==> src/rtl/alu_arbiter.sv <==
// alu_arbiter: shares one combinational ALU between two requesters and
// registers the ALU result into a single-entry response slot.
//
// Ports
//   clk, rst                      clock, asynchronous active-high reset
//   reqN_valid / reqN_ready       requester N handshake (N = 0, 1)
//   reqN_src_a/src_b/alu_op       requester N operands and opcode
//   alu_src_a/alu_src_b/alu_op    operands driven to the shared ALU
//   alu_result, alu_zero          same-cycle ALU outputs
//   rsp_valid / rsp_ready         response handshake
//   rsp_id, rsp_result, rsp_zero  owner and captured ALU outputs
//
// FIXED_PRIO = 0 round-robins on ties, 1 makes requester 0 always win.
// A granted requester that cannot be accepted (response slot full) keeps
// the grant until it handshakes, so its operands are not swapped away.
module alu_arbiter #(
  parameter bit FIXED_PRIO = 1'b0
) (
  input  logic        clk,
  input  logic        rst,
  input  logic        req0_valid,
  output logic        req0_ready,
  input  logic [31:0] req0_src_a,
  input  logic [31:0] req0_src_b,
  input  logic [3:0]  req0_alu_op,
  input  logic        req1_valid,
  output logic        req1_ready,
  input  logic [31:0] req1_src_a,
  input  logic [31:0] req1_src_b,
  input  logic [3:0]  req1_alu_op,
  output logic [31:0] alu_src_a,
  output logic [31:0] alu_src_b,
  output logic [3:0]  alu_op,
  input  logic [31:0] alu_result,
  input  logic        alu_zero,
  output logic        rsp_valid,
  input  logic        rsp_ready,
  output logic        rsp_id,
  output logic [31:0] rsp_result,
  output logic        rsp_zero
);

  logic accept_en;
  logic grant;
  logic gnt_valid;
  logic hs;
  logic last_grant;
  logic lock;
  logic lock_id;

  // Slot can take a new result when empty or being drained this cycle.
  assign accept_en = !rsp_valid || rsp_ready;

  always_comb begin
    grant = 1'b0;
    if (lock)                         grant = lock_id;
    else if (req0_valid && req1_valid) grant = FIXED_PRIO ? 1'b0 : ~last_grant;
    else if (req1_valid)              grant = 1'b1;
  end

  assign gnt_valid = grant ? req1_valid : req0_valid;

  // Readies are forced low while reset is held.
  assign req0_ready = !rst && accept_en && !grant && req0_valid;
  assign req1_ready = !rst && accept_en &&  grant && req1_valid;
  assign hs         = req0_ready || req1_ready;

  always_comb begin
    alu_src_a = 32'd0;
    alu_src_b = 32'd0;
    alu_op    = 4'b0000;
    if (gnt_valid) begin
      alu_src_a = grant ? req1_src_a  : req0_src_a;
      alu_src_b = grant ? req1_src_b  : req0_src_b;
      alu_op    = grant ? req1_alu_op : req0_alu_op;
    end
  end

  always_ff @(posedge clk or posedge rst) begin
    if (rst) begin
      rsp_valid  <= 1'b0;
      rsp_id     <= 1'b0;
      rsp_result <= 32'd0;
      rsp_zero   <= 1'b0;
      last_grant <= 1'b1;  // requester 0 wins the first tie
      lock       <= 1'b0;
      lock_id    <= 1'b0;
    end else if (hs) begin
      rsp_valid  <= 1'b1;
      rsp_id     <= grant;
      rsp_result <= alu_result;
      rsp_zero   <= alu_zero;
      last_grant <= grant;
      lock       <= 1'b0;
    end else begin
      if (rsp_ready) rsp_valid <= 1'b0;
      // Granted but blocked: pin the grant on this requester.
      if (gnt_valid && !accept_en) begin
        lock    <= 1'b1;
        lock_id <= grant;
      end
    end
  end

endmodule
==> config.mk <==
export PLATFORM = sky130hd
export DESIGN_NAME = alu_arbiter
export DESIGN_NICKNAME = d
export VERILOG_FILES = /design/src/rtl/alu_arbiter.sv
export SDC_FILE = /design/constraint.sdc
export NUM_CORES = 1
export LEC_CHECK = 0
export CORE_AREA = 2 2 108 110
export DETAILED_ROUTE_END_ITERATION = 7
export DIE_AREA = 0 0 110 112
export PLACE_DENSITY = 0.71
export SKIP_CTS_REPAIR_TIMING = 1
export SYNTH_ARGS = -nofsm -noshare
export SYNTH_HDL_FRONTEND = slang
export SYNTH_SLANG_ARGS = --single-unit
==> constraint.sdc <==
create_clock -name clk -period 3.51 [get_ports clk]
set_clock_uncertainty 0.1 [all_clocks]
set_input_delay 0.5265 -clock clk [delete_from_list [all_inputs] [get_ports clk]]
set_output_delay 0.5265 -clock clk [all_outputs]
set_load 0.05 [all_outputs]
==> Implementation_results.wiki <==
{| class="wikitable"
! Metric !! Value
|-
| Status || finished, final reports clean
|-
| Highest-delay cell along the critical path || sky130_fd_sc_hd__clkdlybuf4s50_1
|-
| Slew @ Worst Pin || between 0.5 and 0.6 ns
|-
| Number of inserted filler cells in the final layout || 976
|-
| Total I/O pin count || 279
|-
| Clk network pwr share || under 10%
|-
| Total iterations of the first detailed-routing run || 4
|-
| Drt total wl || 11.3 mm
|-
| Number of port buffers || 278
|-
| TritonCTS buffer count || 5
|-
| Max-slew violation count || 0
|-
| Diode count || 0
|-
| Overall via count from detail_route || 2980
|-
| Syn_nets || approximately 430
|-
| All-layer global routing usage || 17.5%
|-
| CTS tree || built
|-
| Number of maximum-capacitance constraint violations || 0
|-
| Total area of sequential cells || 952 sq um
|-
| Final setup fails || 0
|-
| Ranking of synthesized cells by area || sky130_fd_sc_hd__dfrtp_1 (35%), sky130_fd_sc_hd__mux2i_1 (26%), sky130_fd_sc_hd__nor2_1 (10%)
|-
| Critical path data arrival time || 2.44 ns
|-
| Grt met2 use || about a third
|-
| Share of cells above drive strength 1 || 20.1%
|-
| Area of the placeable core || 11200 sq um
|-
| Summed area of non-filler cells in the final layout || 6360 sq um
|-
| Final Hold Violating Endpoints || 0
|-
| CTS sink cnt || 38
|-
| Number of warnings reported in the yosys synthesis log || 0
|-
| Placed cell count || 667
|-
| Critical path's top delay family || buffers and inverters
|-
| Instance area at placement || between 6000 and 7000 sq um
|-
| Flop and latch count out of synthesis || 38
|-
| Die Ht || 112 microns
|-
| Total die area || between 10000 and 15000 sq um
|-
| Worst-Skew Late Latency || roughly 0.27 ns
|-
| Slack of the worst reg-to-reg path || 1.69 ns
|-
| Met3 Resource Use GR || under 10%
|-
| Highest attainable clock frequency || 327 MHz
|-
| Critical path fanouts, max || 40
|-
| Flop pwr share || 13.1%
|-
| Synth top area share || approximately a third
|-
| Post-Synth Simple-Gate Area || 13.1%
|-
| Pin count of the biggest net entering global routing || 41
|-
| Most repeated library cell on the critical path || sky130_fd_sc_hd__buf_12
|-
| Average footprint of a synthesized cell || 10.3 sq um
|-
| Reported leakage power || 2.72 nW
|-
| Startpoint Class || primary input
|-
| H-tree lvl count || 2
|-
| Peak supply drop || 0.000543 V
|-
| Summed negative setup slack over all endpoints || 0 ns
|-
| Ratio of total power to cell area || 878 nW/um^2
|-
| Data required time at the worst endpoint || 2.88 ns
|-
| Final Non-Filler Cells || 675
|-
| Starting Density || a little under a quarter
|-
| Total global routing overflow || 0
|-
| Placer Congestion || 0.842
|-
| Number of nets with antenna violations after detailed routing || 0
|-
| Path type of the worst setup path || in2out
|-
| Period minus WS final || roughly 3 ns
|-
| Kind of capture point of the worst setup path || output pin
|-
| Adder and majority cell fraction of the synthesized area || 0%
|-
| Global routing met1 resource utilization || 17.5%
|-
| Net total in the final layout || 705
|-
| Buffers plus inverters on the worst setup path || 4
|-
| First-pass GRT wire length || 16.6 mm
|-
| Largest family of logic cells by synthesized area || multiplexers
|-
| Yosys cell types || 23
|-
| Drt drc || 0
|-
| Area delta synth->final || 140%
|-
| Area fraction in compound gates after synthesis || approximately 2.4%
|-
| Drt first-iter violations || between 100 and 150
|-
| Footprint of the multi-input gates || roughly 1500 sq um
|-
| Power Internal || 2.87 mW
|-
| Cell chosen for the clock root || sky130_fd_sc_hd__clkbuf_16
|-
| Largest stage delay on the critical path || 0.47 ns
|-
| Share of the clock period used by the worst path after layout || 87.2%
|-
| Biggest area consumer among synthesized cells || sky130_fd_sc_hd__dfrtp_1
|-
| Maximum buffer depth of the clock tree || 2
|-
| Setup repair after global routing missed its margin || no
|-
| Relative slew slack || 64.4%
|-
| Worst hold slack after final layout || 0.384 ns
|-
| Cell breakdown of the critical path || clkdlybuf4s50_1, a21boi_0, mux2i_4, buf_12, buf_12, mux2i_1, nor2_1, buf_12
|-
| Via count of the first global-routing pass || 3168
|-
| Share of total power consumed by net switching || 48.7%
|-
| Detailed placement HPWL || 9.61 mm
|-
| Avg WL per Cell || 16.7 microns
|-
| Cell row count || 39
|-
| Clock input transition at the sequential cells of the worst setup and hold paths || 0.05 ns
|-
| Combinational power share || 78.0%
|-
| Xor-xnor portion of the synthesized cell area || 0%
|-
| Vias per cell || roughly 4.4
|-
| Portion of netlist area occupied by mux cells || 40.4%
|-
| Sequential fraction of the synthesis area || 35.9%
|-
| Worst min-delay path category || reg2reg
|-
| Switching power of the nets || 2.72 mW
|-
| Synthesized instance count || 257
|-
| Gr busiest metal || met2
|-
| Die width || between 100 and 150 microns
|-
| Initial antenna violation count || 0
|-
| Post-synthesis instance area || 2660 sq um
|}
kinds of logic after synthesis:
kind of cell           after synthesis
AND/OR/NAND/NOR                     85
AO/OA/AOI/OAI                       10
buffers and inverters               21
multiplexers                       103
flip-flops                          38
power by group through the flow:
stage | logic, mW | registers (mW) | clock network (mW)
after global routing | 4.52 | 0.763 | 0.531
final | 4.36 | 0.734 | 0.497
after detailed placement | 4.38 | 0.742 | 0
after global placement | 4.35 | 0.730 | 0
after floorplan | 1.92 | 1.34 | 0
after CTS | 4.40 | 0.739 | 0.508
worst register-to-register path, stage by stage (launching register included):
cell	delay, ns
sky130_fd_sc_hd__dfrtp_1	0.45
sky130_fd_sc_hd__nand3b_1	0.16
sky130_fd_sc_hd__nand3_1	0.13
sky130_fd_sc_hd__nor2_4	0.09
sky130_fd_sc_hd__buf_4	0.37
sky130_fd_sc_hd__mux2_1	0.40
through the flow:
| stage | util (%) | worst slack, ns | total power, mW |
|---|---|---|---|
| 3_5_place_dp | 55.5 | 0.436 | 5.13 |
| 2_1_floorplan | - | 0.898 | 3.26 |
| 3_3_place_gp | 55.5 | 0.468 | 5.08 |
| 6_report | 56.9 | 0.448 | 5.59 |
| 5_1_grt | 56.9 | 0.311 | 5.82 |
| 4_1_cts | 56.9 | 0.432 | 5.64 |
registers in the layout, indices dropped and copies added (netlist names):
signal      cells
lock            1
rsp_zero        1
lock_id         1
rsp_valid       1
rsp_id          1
last_grant      1
rsp_result     32
worst paths after layout:
check	from	cells past startpoint	endpoint
worst max-delay path	req0_valid	8	alu_src_b[20]
worst min-delay path	rsp_result[12]	1	rsp_result[12]
worst max register to register	lock_id	5	rsp_result[14]
worst min register to register	rsp_result[12]	1	rsp_result[12]
max in group asynchronous	rst	3	last_grant
min in group asynchronous	rst	3	rsp_valid
synthesized netlist by cell type (all sizes together):
master / instances
nand2b: 3
o21ai: 2
mux2: 34
mux2i: 69
dfrtp: 37
nor2: 74
and3: 1
nand3: 1
buf: 20
a21oi: 5
a21boi: 1
nor2b: 1
dfstp: 1
inv: 1
nand3b: 1
o2bb2ai: 2
nand2: 4
cells in the final DEF, fill, tap and decap left out, types with 4 or more instances in the layout:
master,synthesis,layout
sky130_fd_sc_hd__a21oi_1,4,4
sky130_fd_sc_hd__buf_12,0,71
sky130_fd_sc_hd__clkdlybuf4s50_1,0,209
sky130_fd_sc_hd__mux2_1,18,18
sky130_fd_sc_hd__nand2_1,4,4
sky130_fd_sc_hd__dfrtp_1,37,37
sky130_fd_sc_hd__mux2_2,16,16
sky130_fd_sc_hd__mux2i_1,69,68
sky130_fd_sc_hd__nor2_1,72,72
sky130_fd_sc_hd__buf_4,0,7
sky130_fd_sc_hd__clkbuf_16,0,5
final cells by class:
cell class	instances	area share [%]
sequential	38	15.0
inverter	1	0.0590
tap	143	2.81
clock inverter	1	0.472
clock buffer	7	2.08
timing repair buffer	287	56.0
multi-input combinational	198	23.6
routing by layer:
metal  vias to the layer above  wire length [microns]
met5                         -                      0
met4                         0                    178
met3                        15                   1290
met2                       144                   5930
met1                      1393                   3860
li1                       1428                      -
Note: power is estimated with default switching activity, not from simulation.
